--- src/rtl/pe_pkg.sv ---
// Shared types and helpers for the PE scatter sequencer.
package pe_pkg;

  typedef enum logic [1:0] {
    IDLE,
    LOAD,
    FIN
  } state_t;

  // Requested load length limited to the number of demux slots.
  function automatic int unsigned clamp_len(input int unsigned len, input int unsigned depth);
    return (len > depth) ? depth : len;
  endfunction

endpackage

--- src/rtl/pe_scatter_cnt.sv ---
// Saturating word counter; its value doubles as the demux slot pointer.
module pe_scatter_cnt #(
  parameter int CW = 7
) (
  input  logic          clk,
  input  logic          rst,
  input  logic          clr,
  input  logic          en,
  input  logic [CW-1:0] lim,
  output logic [CW-1:0] cnt,
  output logic          term,
  output logic          term_nxt
);

  // NOTE: sequential state is written with non-blocking assignments so every
  // register samples pre-edge values regardless of process ordering.
  always_ff @(posedge clk or posedge rst) begin
    if (rst) begin
      cnt <= '0;
    end else if (clr) begin
      cnt <= '0;
    end else if (en && !term) begin
      cnt <= cnt + CW'(1);
    end
  end

  assign term     = (cnt == lim);
  // High when one more increment reaches the limit.
  assign term_nxt = ((cnt + CW'(1)) == lim);

endmodule

--- src/rtl/pe_scatter_seq.sv ---
// Sequencer feeding the PE 1-to-N demux: scatters a valid/ready word stream
// over slots 0..len_eff-1 and pulses done when the load finishes or aborts.
module pe_scatter_seq
  import pe_pkg::*;
#(
  parameter int DATA_WIDTH = 8,
  parameter int DATA_DEPTH = 33,
  parameter int SEL_WIDTH  = $clog2(DATA_DEPTH)
) (
  input  logic                  clk,
  input  logic                  rst,
  input  logic                  start,
  input  logic [SEL_WIDTH:0]    len,
  input  logic                  abort,
  input  logic [DATA_WIDTH-1:0] in_data,
  input  logic                  in_valid,
  output logic                  in_ready,
  output logic [DATA_WIDTH-1:0] dmx_data,
  output logic [SEL_WIDTH-1:0]  dmx_sel,
  output logic                  dmx_en,
  output logic                  busy,
  output logic                  done,
  output logic [SEL_WIDTH:0]    count
);

  localparam int CW = SEL_WIDTH + 1;

  state_t        state, state_nxt;
  logic [CW-1:0] len_q;
  logic [CW-1:0] len_eff;
  logic          accept;
  logic          cnt_clr;
  logic          term;
  logic          term_nxt;

  assign len_eff = CW'(clamp_len(32'(len), DATA_DEPTH));
  assign accept  = in_valid & in_ready;
  assign busy    = (state == LOAD);

  pe_scatter_cnt #(.CW(CW)) u_cnt (
    .clk      (clk),
    .rst      (rst),
    .clr      (cnt_clr),
    .en       (accept),
    .lim      (len_q),
    .cnt      (count),
    .term     (term),
    .term_nxt (term_nxt)
  );

  always_ff @(posedge clk or posedge rst) begin
    if (rst) begin
      state <= IDLE;
      len_q <= '0;
    end else begin
      state <= state_nxt;
      if (state == IDLE && start) begin
        len_q <= len_eff;
      end
    end
  end

  // NOTE: every output of this block gets a default first, so no path through
  // the case statement can leave a signal unassigned and infer a latch.
  always_comb begin
    state_nxt = state;
    cnt_clr   = 1'b0;
    in_ready  = 1'b0;
    case (state)
      IDLE: begin
        if (start) begin
          cnt_clr   = 1'b1;
          state_nxt = (len_eff == '0) ? FIN : LOAD;
        end
      end
      LOAD: begin
        // Abort masks the handshake so a word presented with it is dropped.
        in_ready = !term && !abort;
        if (abort) begin
          state_nxt = FIN;
        end else if (accept && term_nxt) begin
          state_nxt = FIN;
        end
      end
      FIN: begin
        state_nxt = IDLE;
      end
      default: begin
        state_nxt = IDLE;
      end
    endcase
  end

  // The counter value before the increment is the slot for this word; it
  // stays below len_q <= DATA_DEPTH whenever a word is accepted.
  always_ff @(posedge clk or posedge rst) begin
    if (rst) begin
      dmx_data <= '0;
      dmx_sel  <= '0;
      dmx_en   <= 1'b0;
      done     <= 1'b0;
    end else begin
      dmx_en <= accept;
      done   <= (state == FIN);
      if (accept) begin
        dmx_data <= in_data;
        dmx_sel  <= count[SEL_WIDTH-1:0];
      end
    end
  end

endmodule
--- config.mk ---
export PLATFORM = sky130hd
export DESIGN_NAME = pe_scatter_seq
export DESIGN_NICKNAME = d
export VERILOG_FILES = /design/src/rtl/pe_pkg.sv /design/src/rtl/pe_scatter_cnt.sv /design/src/rtl/pe_scatter_seq.sv
export SDC_FILE = /design/constraint.sdc
export NUM_CORES = 1
export LEC_CHECK = 0
export ABC_CLOCK_PERIOD_IN_PS = 2800
export CELL_PAD_IN_SITES_DETAIL_PLACEMENT = 0
export CELL_PAD_IN_SITES_GLOBAL_PLACEMENT = 1
export CORE_AREA = 3 3 72 81
export CTS_CLUSTER_DIAMETER = 150
export DETAILED_ROUTE_END_ITERATION = 6
export DIE_AREA = 0 0 75 84
export PLACE_DENSITY_LB_ADDON = 0.1
export REMOVE_ABC_BUFFERS = 1
export SLEW_MARGIN = 5
export SYNTH_ARGS = -nofsm -noshare
export SYNTH_HDL_FRONTEND = slang
export SYNTH_SLANG_ARGS = --single-unit
export TNS_END_PERCENT = 100
--- constraint.sdc ---
create_clock -name clk -period 2.8 [get_ports clk]
set_input_delay 0.28 -clock clk [delete_from_list [all_inputs] [get_ports clk]]
set_output_delay 0.28 -clock clk [all_outputs]
set_load 0.03 [all_outputs]
Word level (Yosys, flattened, before mapping)

Cells that the tools add are included.

Flip-flop bits (word level): 32
Input bits: 20
Word-level logic and storage cells: 37
Output and inout bits: 25

Add/sub/neg operators: 1
Muxes and demuxes: 11
Bitwise logic cells: 1
Order comparisons: 1
Equality and inequality tests: 6
Reduce and logical (&&, ||, !) cells: 10

Operators by type and width:

| cell                                                          | number |
|---|---|
| two-way mux 7 bit                                             | 3 |
| equality test 7 bit                                           | 2 |
| two-way mux 2 bit                                             | 4 |
| adder 7 x 1 -> 7 bit, second input constant                   | 1 |
| greater-than comparator 7 x 6 -> 1 bit, second input constant | 1 |
| zero test 7 bit                                               | 1 |
| logical AND 1 bit                                             | 4 |
| one-hot mux 2 bit (2 select lines)                            | 1 |
| two-way mux 1 bit                                             | 3 |
| inequality test 3 x 2 -> 1 bit, second input constant         | 1 |
| equality test 2 x 1 -> 1 bit, second input constant           | 1 |
| equality test 2 bit, second input constant                    | 1 |
| zero test 1 bit                                               | 2 |
| zero test 2 bit                                               | 1 |
| inequality test 2 bit, second input constant                  | 1 |
| AND reduction 2 bit                                           | 1 |
| nonzero test 2 bit                                            | 1 |
| AND 1 bit                                                     | 1 |

Logic depth before layout (Yosys ltp)

Depth after elaboration: 9
Gate-level depth with buffers: 7
Gate-level depth less buffers: 6

Cells and area by module

A second synthesis with hierarchy kept.

Cells, all modules: 144
Area total of the unflattened synthesis: 1666.6 um2

By module, submodules not included:

| module         | cells each | instances | sequential area each (um2) | area an instance (um2) |
|---|---|---|---|---|
| pe_scatter_seq | 79         | 1         | 625.6                      | 1051.0 |
| pe_scatter_cnt | 65         | 1         | 175.2                      | 615.6 |

Worst setup path before layout

No wires, ideal clock.

Kind: reg-to-reg
From: register u_cnt.cnt[0]
To: register dmx_data[7]
Data arrival time: 2.156 ns
Path buffers: 1
Data required time: 2.675 ns
Setup time: 0.125 ns
Slack: 0.519 ns
Period minus slack after synthesis: 2.281 ns
Stages on the path, launching flop included: 6
Path through: dfrtp_1 -> xor2_1 -> or4_4 -> o311ai_4 -> buf_4 -> mux2_2

Longest elaborated chain between the ends: 5

Ends and longest elaborated chain:

| element                | line                  | text |
|---|---|---|
| from (decl)            | pe_scatter_cnt.sv:10  | `output logic [CW-1:0] cnt,` |
| from (signal assigned) | pe_scatter_cnt.sv:23  | `cnt <= cnt + CW'(1);` |
| equality test 7 bit    | pe_scatter_cnt.sv:27  | `assign term = (cnt == lim);` |
| zero test 1 bit        | pe_scatter_seq.sv:78  | `in_ready = !term && !abort;` |
| logical AND 1 bit      | pe_scatter_seq.sv:78  |  |
| two-way mux 1 bit      | pe_scatter_seq.sv:69  | `case (state)` |
| AND 1 bit              | pe_scatter_seq.sv:37  | `assign accept = in_valid & in_ready;` |
| to (signal assigned)   | pe_scatter_seq.sv:106 | `dmx_data <= in_data;` |
| to (decl)              | pe_scatter_seq.sv:18  | `output logic [DATA_WIDTH-1:0] dmx_data,` |

Every way passes these cells.
A chain may end at the register's enable or synchronous reset.

Worst setup path in the final report

From: register u_cnt.cnt[0]
To: register dmx_data[2]

The elaborated chain is that of the path after synthesis.

==> run_results.csv <==
group,metric,value,unit
floorplan,die_area,6300,µm²
setup_path,r2r-start,"u_cnt.cnt[0]",
sta,slew_headroom,55.8,%
global_route,grt_pass1_wl,5660,µm
routing,drt_iter0_drc,61,
yosys,synth.top_cell.area_share,52.7,%
pwr,p_sw_share,36.9,%
clocking,clock_path_buffers,2,
clocking,postCtsHoldBufs,0,
setup_path,cp.arrival,2.53,ns
floorplan,die_h,84,µm
cells_and_area,drive_above_1_share,15.2,%
sta,setup_viol,0,
routing,wl,3360,µm
clocking,cts_tree,"built",
floorplan,initial_core_util,30.2,%
setup_path,cp.required,2.96,ns
global_route,antenna_found_initial,0,
yosys,synth_seq_area_share,52.7,%
run_status,outcome,"finished, final reports clean",
sta,post-route-period-util,84.6,%
routing,vias,1162,
yosys,ys_ff_latch,32,
cells_and_area,fin_nets,205,
yosys,ys_top_cells_by_area,"dfrtp_1, mux2_2, xor2_1, nand2_1, o21ai_0",
yosys,synth_top_cell_by_area,"dfrtp_1",
sta,hold_viol,0,
cells_and_area,layout_common_cells,"clkdlybuf4s50_1, dfrtp_1, nand2_1, mux2_2, o21ai_0",
setup_path,r2r-end,"dmx_data[2]",
clocking,clk-insertion-delay-late,0.28,ns
floorplan,die_w,75,µm
pwr,p_per_area,891,nW/µm²
setup_path,crit_fanout,30,
yosys,postSynthCellCount,135,
setup_path,criticalPathCategory,"reg -> reg",
clocking,numCtsBuffers,5,
setup_path,critical_path.endpoint,"dmx_data[2]",
routing,wire_per_inst,13.9,µm
pwr,power.internal,1.19,mW
global_route,grt_start_max_net_pins,33,
sta,rsz0062_at_grt,"no",
pwr,irDropWorstVdd,0.354,mV
placed_design,portBuffers,44,
sta,fin_setup_tns,0,ns
placed_design,place.gp.congestion,0.748,
setup_path,rrSetupSlack,0.43,ns
pwr,clockPowerShare,20.0,%
clocking,htreeDepth,2,
yosys,synth_area,1520,µm²
cells_and_area,layout_commonest_cell,"clkdlybuf4s50_1",
pwr,p_sw,696,µW
min_path,hold_path.class,"in -> async",
sta,fin_crit,2.37,ns
clocking,path_clk_slew,0.06,ns
yosys,ys_types,34,
global_route,track_usage,12.0,%
floorplan,io_pins,45,
sta,tightest_slew,0.662,ns
clocking,clock-root-buffer,"clkbuf_8",
setup_path,end_kind,"flop",
pwr,p_seq_share,36.5,%
floorplan,core-area,5030,µm²
cells_and_area,final.fill_count,500,
yosys,syn_avg_cell_area,11.3,µm²
routing,vias_per_cell,4.80,
global_route,grt_pass1_vias,1189,
setup_path,crit_path_start_kind,"flop",
yosys,yosysWarnings,0,
routing,route.detailed.drc,0,
sta,finClkSkew,0.00440,ns
pwr,p_comb_share,43.5,%
cells_and_area,antenna_cells,0,
cells_and_area,area_growth,39.3,%
sta,drv_slew,0,
pwr,p_leak,0.932,nW
global_route,grt_overflow,0,
setup_path,crit_start,"u_cnt.cnt[0]",
sta,fmax,422,MHz
floorplan,num_rows,27,
routing,antenna_left,0,
setup_path,rr_worst_depth,5,
cells_and_area,fin_util,42.1,%
placed_design,post-dp-hpwl,2400,µm
clocking,cts.sinks,32,
flow_run,maxCapViolCount,0,
routing,first_pass_iters,4,
stage by stage:
| stage | worst slack (ns) | cells | hold WS [ns] | power [mW] | cell area, µm² |
|---|---|---|---|---|---|
| finish | 0.431 | 242 | 0.386 | 1.89 | 2120 |
| global route | 0.335 | 242 | 0.433 | 2.00 | 2120 |
| CTS | 0.0699 | 242 | 0.401 | 1.92 | 2110 |
| detailed placement | 0.391 | 235 | 0.463 | 1.53 | 2020 |
| global placement | 0.404 | 235 | 0.450 | 1.51 | 2020 |
| floorplan | 0.154 | 130 | 0.396 | 1.20 | 1480 |
repair_timing:
action | in CTS | in global routing
endpoints found under the hold margin | 0 | 0
resized for setup | 0 | 1
setup buffers | 0 | 0
endpoints found under the setup margin | 0 | 1
sequential cells by signal, indices dropped and copies added, names as in the netlist:
register and cells:
dmx_data 8, dmx_en 1, dmx_sel 6, done 1, len_q 7, state 2
u_cnt.cnt 7
cell usage after synthesis:
master    count
a211o_1       1
a211oi_1      1
a21boi_1      2
a21oi_1       3
a31o_2        2
and2_1        1
and3_1        1
buf_4         1
buf_6         2
clkbuf_1      2
dfrtp_1      32
ha_1          1
inv_1         5
mux2_2       13
nand2_1      16
nand2b_1      3
nand3_1       6
nor2_1        3
nor2b_1       3
nor3_1        1
nor4_1        1
o211a_1       1
o211ai_1      1
o21ai_0      10
o221ai_1      1
o311ai_4      1
o31ai_1       3
o41ai_1       2
or2_2         1
or3_1         1
or4_1         2
or4_4         1
xnor2_1       4
xor2_1        7
cells by family (layout without fill, tap and decap cells):
family,count (synthesis),after routing,share of synthesized area (%)
adder cells (fa/ha/maj),1,1,0.823
XOR/XNOR,11,11,6.34
flip-flops,32,32,52.7
AND/OR/NAND/NOR,40,40,13.3
buffers and inverters,10,59,3.70
AO/OA/AOI/OAI,28,28,13.6
multiplexers,13,13,9.63
power groups by stage:
stage	logic, mW	registers, mW	clock network (mW)
finish	0.820	0.688	0.378
global route	0.878	0.708	0.416
CTS	0.832	0.691	0.395
detailed placement	0.829	0.698	0
floorplan	0.349	0.856	0
global placement	0.822	0.690	0
worst max-delay path: stages (launching register included):
cell	delay (ns)
dfrtp_1	0.46
xor2_1	0.21
or4_4	0.57
o311ai_4	0.28
buf_4	0.35
mux2_2	0.38
layout make-up:
| type | instances | area, µm² | share of cell area [%] |
|---|---|---|---|
| Multi-Input combinational cell | 93 | 663 | 31.3 |
| Sequential cell | 32 | 801 | 37.8 |
| Clock buffer | 7 | 96.3 | 4.55 |
| Timing Repair Buffer | 47 | 465 | 22.0 |
| Inverter | 5 | 18.8 | 0.887 |
| Tap cell | 58 | 72.6 | 3.43 |
routing by layer:
layer / vias up / global-route usage, % / share of wire [%]
met4: 0 / 6.80 / 1.3
li1: 581 / - / -
met3: 4 / 3.01 / 3.6
met1: 552 / 15.0 / 45
met5: - / 0 / 0
met2: 25 / 18.4 / 50
worst min-delay path by stage:
stage                     cells past startpoint           to  startpoint  slack, ns
after floorplan                               1  dmx_data[0]         rst       0.40
after global routing                          3   dmx_sel[2]         rst       0.43
final                                         3       dmx_en         rst       0.39
after global placement                        1         done    state[0]       0.45
after detailed placement                      1         done    state[0]       0.46
after CTS                                     3     len_q[6]         rst       0.40
Power figures use the tool's default switching activity.
